<file path="config.mk">
export PLATFORM = sky130hd
export DESIGN_NAME = scene_sequencer_flat
export DESIGN_NICKNAME = d
export VERILOG_FILES = /design/src/rtl/scene_sequencer_pkg.sv /design/src/rtl/scene_sequencer_if.sv /design/src/rtl/scene_sequencer_rgb_dimmer.sv /design/src/rtl/scene_sequencer.sv /design/src/flat_wrapper.sv
export SDC_FILE = /design/constraint.sdc
export NUM_CORES = 1
export LEC_CHECK = 0
export CORE_ASPECT_RATIO = 0.6
export CORE_MARGIN = 1
export CORE_UTILIZATION = 47
export DETAILED_ROUTE_END_ITERATION = 8
export GPL_ROUTABILITY_DRIVEN = 1
export PLACE_DENSITY = 0.88
export SLEW_MARGIN = 30
export SYNTH_ARGS = -nofsm -noshare
export SYNTH_HDL_FRONTEND = slang
export SYNTH_SLANG_ARGS = --single-unit
</file>
<file path="constraint.sdc">
create_clock -name clk -period 8.6 [get_ports clk]
set_input_delay 1.29 -clock clk [delete_from_list [all_inputs] [get_ports clk]]
set_output_delay 1.29 -clock clk [all_outputs]
set_load 0.005 [all_outputs]
</file>
<file path="src/rtl/scene_sequencer_pkg.sv">
// Shared types and constants for the scene sequencer: scene codes, FSM states,
// brightness range and the per-scene pixel payload.
package scene_sequencer_pkg;

    localparam int unsigned CNT_W   = 10;
    localparam int unsigned RGB_W   = 12;
    localparam int unsigned ADDR_W  = 17;
    localparam int unsigned LEVEL_W = 5;
    localparam int unsigned STEP_W  = 4;
    localparam int unsigned SCENE_W = 2;

    localparam logic [LEVEL_W-1:0] LEVEL_MAX = 5'd16;

    typedef enum logic [SCENE_W-1:0] {
        SCENE_START = 2'd0,
        SCENE_GAME  = 2'd1,
        SCENE_OVER  = 2'd2
    } scene_e;

    typedef enum logic [2:0] {
        S_START    = 3'd0,
        S_FADE_OUT = 3'd1,
        S_FADE_IN  = 3'd2,
        S_GAME     = 3'd3,
        S_OVER     = 3'd4
    } state_e;

    typedef struct packed {
        logic [RGB_W-1:0]  rgb;
        logic [ADDR_W-1:0] addr;
    } scene_px_t;

endpackage

</file>
<file path="src/rtl/scene_sequencer_if.sv">
// Bus between the scene renderers / VGA counters and the scene sequencer.
interface scene_sequencer_if;
    import scene_sequencer_pkg::*;

    logic [CNT_W-1:0]   h_cnt;
    logic [CNT_W-1:0]   v_cnt;
    logic               btn_start;
    logic               game_over;
    logic [RGB_W-1:0]   start_vga_data;
    logic [ADDR_W-1:0]  start_pixel_addr;
    logic [RGB_W-1:0]   game_vga_data;
    logic [ADDR_W-1:0]  game_pixel_addr;
    logic [RGB_W-1:0]   over_vga_data;
    logic [ADDR_W-1:0]  over_pixel_addr;
    logic [ADDR_W-1:0]  pixel_addr;
    logic [RGB_W-1:0]   vga_data;
    logic [SCENE_W-1:0] scene;
    logic               game_enable;

    modport master (
        output h_cnt, v_cnt, btn_start, game_over,
        output start_vga_data, start_pixel_addr,
        output game_vga_data, game_pixel_addr,
        output over_vga_data, over_pixel_addr,
        input  pixel_addr, vga_data, scene, game_enable
    );

    modport slave (
        input  h_cnt, v_cnt, btn_start, game_over,
        input  start_vga_data, start_pixel_addr,
        input  game_vga_data, game_pixel_addr,
        input  over_vga_data, over_pixel_addr,
        output pixel_addr, vga_data, scene, game_enable
    );

endinterface

</file>
<file path="src/rtl/scene_sequencer_rgb_dimmer.sv">
// Combinational RGB444 brightness scaler: each channel becomes (c*level)>>4,
// so level 16 is identity and level 0 is black.
module scene_sequencer_rgb_dimmer
    import scene_sequencer_pkg::*;
(
    input  logic [RGB_W-1:0]   rgb_in,
    input  logic [LEVEL_W-1:0] level,
    output logic [RGB_W-1:0]   rgb_out_c
);

    for (genvar ch = 0; ch < 3; ch++) begin : g_chan
        logic [8:0] prod;
        assign prod = 9'(rgb_in[ch*4 +: 4]) * 9'(level);
        assign rgb_out_c[ch*4 +: 4] = 4'(prod >> 4);
    end

endmodule

</file>
<file path="src/rtl/scene_sequencer.sv">
// Scene controller: sequences start/game/over scenes, muxes their ROM address
// and colour onto the shared path, and fades brightness on every scene change.
module scene_sequencer
    import scene_sequencer_pkg::*;
#(
    parameter int unsigned FRAMES_PER_STEP = 2,
    parameter int unsigned H_VISIBLE       = 640,
    parameter int unsigned V_VISIBLE       = 480
) (
    input  logic              clk,
    input  logic              rst,
    scene_sequencer_if.slave  bus
);

    localparam logic [STEP_W-1:0] STEP_LAST = STEP_W'(FRAMES_PER_STEP - 1);

    state_e              state_q, state_d;
    scene_e              disp_q, disp_d;
    scene_e              target_q, target_d;
    logic [LEVEL_W-1:0]  level_q, level_d;
    logic [STEP_W-1:0]   step_q, step_d;
    logic                start_pend_q, start_pend_d;
    logic                over_pend_q, over_pend_d;
    logic                game_enable_q, game_enable_d;
    logic                frame_start_q;

    logic                frame_start_c;
    logic                frame_tick_c;
    logic                visible_c;
    scene_px_t           px_c;
    logic [RGB_W-1:0]    dim_rgb_c;

    // One-clk pulse on the first cycle of each frame.
    assign frame_start_c = (bus.h_cnt == '0) && (bus.v_cnt == '0);
    assign frame_tick_c  = frame_start_c && !frame_start_q;

    always_ff @(posedge clk or posedge rst) begin
        if (rst) begin
            state_q       <= S_START;
            disp_q        <= SCENE_START;
            target_q      <= SCENE_START;
            level_q       <= LEVEL_MAX;
            step_q        <= '0;
            start_pend_q  <= 1'b0;
            over_pend_q   <= 1'b0;
            game_enable_q <= 1'b0;
            frame_start_q <= 1'b0;
        end else begin
            state_q       <= state_d;
            disp_q        <= disp_d;
            target_q      <= target_d;
            level_q       <= level_d;
            step_q        <= step_d;
            start_pend_q  <= start_pend_d;
            over_pend_q   <= over_pend_d;
            game_enable_q <= game_enable_d;
            frame_start_q <= frame_start_c;
        end
    end

    always_comb begin
        state_d      = state_q;
        disp_d       = disp_q;
        target_d     = target_q;
        level_d      = level_q;
        step_d       = step_q;
        start_pend_d = start_pend_q;
        over_pend_d  = over_pend_q;

        case (state_q)
            S_START, S_OVER: begin
                if (frame_tick_c && start_pend_q) begin
                    start_pend_d = 1'b0;
                    target_d     = (state_q == S_START) ? SCENE_GAME : SCENE_START;
                    step_d       = '0;
                    state_d      = S_FADE_OUT;
                end else if (bus.btn_start) begin
                    start_pend_d = 1'b1;
                end
            end
            S_GAME: begin
                if (frame_tick_c && over_pend_q) begin
                    over_pend_d = 1'b0;
                    target_d    = SCENE_OVER;
                    step_d      = '0;
                    state_d     = S_FADE_OUT;
                end else if (bus.game_over) begin
                    over_pend_d = 1'b1;
                end
            end
            S_FADE_OUT: begin
                if (frame_tick_c) begin
                    if (step_q == STEP_LAST) begin
                        step_d  = '0;
                        level_d = level_q - 5'd1;
                        // Scene swap happens only while fully black.
                        if (level_q == 5'd1) begin
                            disp_d  = target_q;
                            state_d = S_FADE_IN;
                        end
                    end else begin
                        step_d = step_q + 4'd1;
                    end
                end
            end
            S_FADE_IN: begin
                if (frame_tick_c) begin
                    if (step_q == STEP_LAST) begin
                        step_d  = '0;
                        level_d = level_q + 5'd1;
                        if (level_q == LEVEL_MAX - 5'd1) begin
                            case (disp_q)
                                SCENE_GAME: state_d = S_GAME;
                                SCENE_OVER: state_d = S_OVER;
                                default:    state_d = S_START;
                            endcase
                        end
                    end else begin
                        step_d = step_q + 4'd1;
                    end
                end
            end
            default: state_d = S_START;
        endcase

        game_enable_d = (state_d == S_GAME);
    end

    // Source select follows the displayed scene, never the pending target.
    always_comb begin
        case (disp_q)
            SCENE_GAME: px_c = '{rgb: bus.game_vga_data, addr: bus.game_pixel_addr};
            SCENE_OVER: px_c = '{rgb: bus.over_vga_data, addr: bus.over_pixel_addr};
            default:    px_c = '{rgb: bus.start_vga_data, addr: bus.start_pixel_addr};
        endcase
    end

    scene_sequencer_rgb_dimmer u_dimmer (
        .rgb_in    (px_c.rgb),
        .level     (level_q),
        .rgb_out_c (dim_rgb_c)
    );

    assign visible_c = (bus.h_cnt < CNT_W'(H_VISIBLE)) && (bus.v_cnt < CNT_W'(V_VISIBLE));

    assign bus.pixel_addr  = px_c.addr;
    assign bus.vga_data    = visible_c ? dim_rgb_c : '0;
    assign bus.scene       = disp_q;
    assign bus.game_enable = game_enable_q;

endmodule

</file>
<file path="src/flat_wrapper.sv">
// flat-port wrapper written by rule: the top's interface ports become plain ports
module scene_sequencer_flat import scene_sequencer_pkg::*;
#(
    parameter int unsigned FRAMES_PER_STEP = 2,
    parameter int unsigned H_VISIBLE       = 640,
    parameter int unsigned V_VISIBLE       = 480
)
  (clk, rst, bus_h_cnt, bus_v_cnt, bus_btn_start, bus_game_over, bus_start_vga_data, bus_start_pixel_addr, bus_game_vga_data, bus_game_pixel_addr, bus_over_vga_data, bus_over_pixel_addr, bus_pixel_addr, bus_vga_data, bus_scene, bus_game_enable);
  scene_sequencer_if bus_i ();
  input  logic clk;
  input  logic rst;
  input wire logic [$bits(bus_i.h_cnt)-1:0] bus_h_cnt;
  input wire logic [$bits(bus_i.v_cnt)-1:0] bus_v_cnt;
  input wire logic [$bits(bus_i.btn_start)-1:0] bus_btn_start;
  input wire logic [$bits(bus_i.game_over)-1:0] bus_game_over;
  input wire logic [$bits(bus_i.start_vga_data)-1:0] bus_start_vga_data;
  input wire logic [$bits(bus_i.start_pixel_addr)-1:0] bus_start_pixel_addr;
  input wire logic [$bits(bus_i.game_vga_data)-1:0] bus_game_vga_data;
  input wire logic [$bits(bus_i.game_pixel_addr)-1:0] bus_game_pixel_addr;
  input wire logic [$bits(bus_i.over_vga_data)-1:0] bus_over_vga_data;
  input wire logic [$bits(bus_i.over_pixel_addr)-1:0] bus_over_pixel_addr;
  output wire logic [$bits(bus_i.pixel_addr)-1:0] bus_pixel_addr;
  output wire logic [$bits(bus_i.vga_data)-1:0] bus_vga_data;
  output wire logic [$bits(bus_i.scene)-1:0] bus_scene;
  output wire logic [$bits(bus_i.game_enable)-1:0] bus_game_enable;
  assign bus_i.h_cnt = bus_h_cnt;
  assign bus_i.v_cnt = bus_v_cnt;
  assign bus_i.btn_start = bus_btn_start;
  assign bus_i.game_over = bus_game_over;
  assign bus_i.start_vga_data = bus_start_vga_data;
  assign bus_i.start_pixel_addr = bus_start_pixel_addr;
  assign bus_i.game_vga_data = bus_game_vga_data;
  assign bus_i.game_pixel_addr = bus_game_pixel_addr;
  assign bus_i.over_vga_data = bus_over_vga_data;
  assign bus_i.over_pixel_addr = bus_over_pixel_addr;
  assign bus_pixel_addr = bus_i.pixel_addr;
  assign bus_vga_data = bus_i.vga_data;
  assign bus_scene = bus_i.scene;
  assign bus_game_enable = bus_i.game_enable;
  scene_sequencer #(.FRAMES_PER_STEP(FRAMES_PER_STEP), .H_VISIBLE(H_VISIBLE), .V_VISIBLE(V_VISIBLE)) u_core (.clk(clk), .rst(rst), .bus(bus_i));
endmodule
</file>
==> reports/results.ini <==
[die]
die_h_um = 66.7
core.rowCount = 23
start_util_pct = 48.9
dieArea_mm2 = 0.00733
core_area_mm2 = 0.00671
io-pin-count = 143
die_w_um = 110

[critical_path]
critPathSlowestCell = fa_1
required_ns = 7.31
critPathKind = in2out
critPathMaxFanout = 5
start_kind = primary input
cp_slowest_stage_delay_ns = 0.56
cp_cell_sequence = clkdlybuf4s50_1 > a221o_1 > o21ai_0 > nand2b_1 > fa_1 > fa_1 > inv_1 > ha_1 > and4_1 > nand3_1 > o21ai_0 > a21oi_1 > mux2i_1 > clkdlybuf4s50_1
critPathArrivalTime_ns = 5.35
critical_path.endpoint_type = output pin

[yosys]
syn-instance-count = 423
yosys_register_bits = 20
synthFlopType = dfrtp_1
async_flop_share_pct = 100
synth_area_mm2 = 0.00328
synth-edff-count = 0
ys_warn_count = 0
syn-num-nets = 584
ys_seq_area_share_pct = 15.3
synth_cell_types = 53
avgSynthCellArea_um2 = 7.76

[final_layout]
layout_commonest_cell = clkdlybuf4s50_1
syn_to_final_growth_pct = 47.8
nets = 711
drive_gt1_share_pct = 3.64
antenna_cells = 0
fillCellCount = 536
layout_common_cells = 142 x clkdlybuf4s50_1, 44 x nand2_1, 35 x ha_1, 32 x inv_1, 32 x o21ai_0
finalCoreUtilization_pct = 72.3

[cts]
cts_root_buf = clkbuf_16
cts_repair_resize_count = 0
cts_made_buffers = 3
htreeDepth = 1
cts_buffer_depth = 2
cts.sinks = 20
cts.clk_slew.worst_paths_ns = 0.06
clock_latency_ns = 0.25
cts_tree = done
post-cts-setup-buffer-count = 0
ctsHoldBuffers = 0

[global_routing]
grt-busiest-layer = met2
grt_max_degree = 43
use_met3_pct = 9.39
grt_pass1_wl_um = 17200
overflow = 0
antenna_found_initial = 0
met2_usage_pct = 51.1
grtUsageMet1_pct = 38.5
track_usage_pct = 30.7
first_global_vias = 3563

[drt]
drt-initial-drc-count = 325
viasPerCell = 5.82
vias = 3701
drc = 0
ant_nets = 0
dr.pass1.iters = 5
wl_per_cell_um = 17.3
wl_um = 11000

[timing]
min_period_ns = 6.64
hold_viol_final = 0
slew_headroom_pct = 48.6
fin_tns_setup_ns = 0
final-setup-viol-count = 0
worst_pin_slew_ns = 0.770
rsz0062_at_grt = false
fin_crit_sh_pct = 77.2
fin_skew_ns = 0.00375
drv_slew = 0
fmax_mhz = 151

[placement]
port_buffers = 142
place_hpwl_um = 9040
globalplace.congestion = 0.942

[min_path]
hold_path_class = reg2reg

[run]
drv_cap = 0

[pwr]
total_leakage_power_nw = 2.19
ir_worst_vdd_mv = 0.0787
power_density_mw_per_mm2 = 62.3

[status]
status = finished, final reports clean

==> state kept, by name, summed over array words and instances (netlist names) <==
name	flops
u_core.state_q	3
u_core.start_pend_q	1
u_core.over_pend_q	1
u_core.bus.scene	2
u_core.bus.game_enable	1
u_core.frame_start_q	1
u_core.step_q	4
u_core.level_q	5
u_core.target_q	2
==> critical path, delay by kind of cell <==
family                   cells  cell delay [ns]
adder cells (fa/ha/maj)      3             1.27
buffers and inverters        3             0.98
multiplexers                 1             0.22
AND/OR/NAND/NOR              3             0.52
AO/OA/AOI/OAI                4             1.08
==> per-layer routing <==
| layer | up-vias | share of wire (%) | routed length, um |
|---|---|---|---|
| met4 | 0 | 2.4 | 260 |
| met3 | 28 | 9.4 | 1040 |
| met5 | - | 0 | 0 |
| met2 | 187 | 47 | 5130 |
| li1 | 1753 | - | - |
| met1 | 1733 | 41 | 4560 |
==> metrics by stage <==
| step | total power, W | worst slack [ns] | instances | hold slack (ns) | cell area [um2] |
|---|---|---|---|---|---|
| after floorplan | 0.000110 | 3.22 | 423 | 0.452 | 3280 |
| after global placement | 0.000173 | 2.18 | 632 | 0.482 | 4740 |
| after detailed placement | 0.000174 | 1.99 | 632 | 0.489 | 4740 |
| after CTS | 0.000302 | 2.00 | 636 | 0.497 | 4850 |
| after global routing | 0.000311 | 1.73 | 636 | 0.524 | 4850 |
| final | 0.000302 | 1.96 | 636 | 0.495 | 4850 |
==> cells by family after synthesis <==
family | synth area share [%]
compound gates | 21.5
xor+xnor | 4.54
fa+ha+maj | 22.5
buf+inv | 6.41
flops | 15.3
mux | 2.82
simple gates | 26.9
==> worst paths after layout <==
kind / startpoint / to / slack (ns) / depth (start not counted)
worst max-delay path: bus_game_vga_data[6] / bus_vga_data[6] / 1.96 / 14
worst min-delay path: u_core.step_q[3] / u_core.step_q[3] / 0.49 / 1
worst max register to register: u_core.step_q[1] / u_core.bus.scene[0] / 6.38 / 6
worst min register to register: u_core.step_q[3] / u_core.step_q[3] / 0.49 / 1
max in group asynchronous: rst / u_core.frame_start_q / 6.64 / 2
min in group asynchronous: rst / u_core.step_q[3] / 1.47 / 2
==> synth_stat cells (all sizes together) (7+ instances only) <==
library cell | instances | area [um2]
a21oi | 15 | 75.1
a221o | 7 | 70.1
a22oi | 21 | 158
a31oi | 9 | 56.3
and2 | 14 | 87.6
and3 | 13 | 81.3
clkbuf | 18 | 67.6
dfrtp | 19 | 475
fa | 15 | 300
ha | 35 | 438
inv | 32 | 120
mux2i | 7 | 70.1
nand2 | 45 | 171
nand2b | 14 | 87.6
nand3 | 13 | 65.1
nor2 | 24 | 90.1
nor2b | 15 | 93.8
o21ai | 33 | 165
xnor2 | 10 | 87.6
xor2 | 7 | 61.3
==> area by class of cell <==
type,instances,area [um2],share of cell area (%)
multi-input cells,348,2570,53.0
repair buffers,145,1440,29.8
flip-flops and latches,20,502,10.3
inverters,32,120,2.48
well taps,87,109,2.25
clock buffers,3,75.1,1.55
clock inverters,1,30.0,0.619
==> where the power goes <==
| group | internal [W] | switching [W] |
|---|---|---|
| sequential | 0.0000941 | 0.000000000690 |
| clock | 0.0000924 | 0.0000364 |
| combinational | 0.0000556 | 0.0000234 |
| total | 0.000242 | 0.0000598 |
No activity file was read; power rests on OpenSTA's default activity.
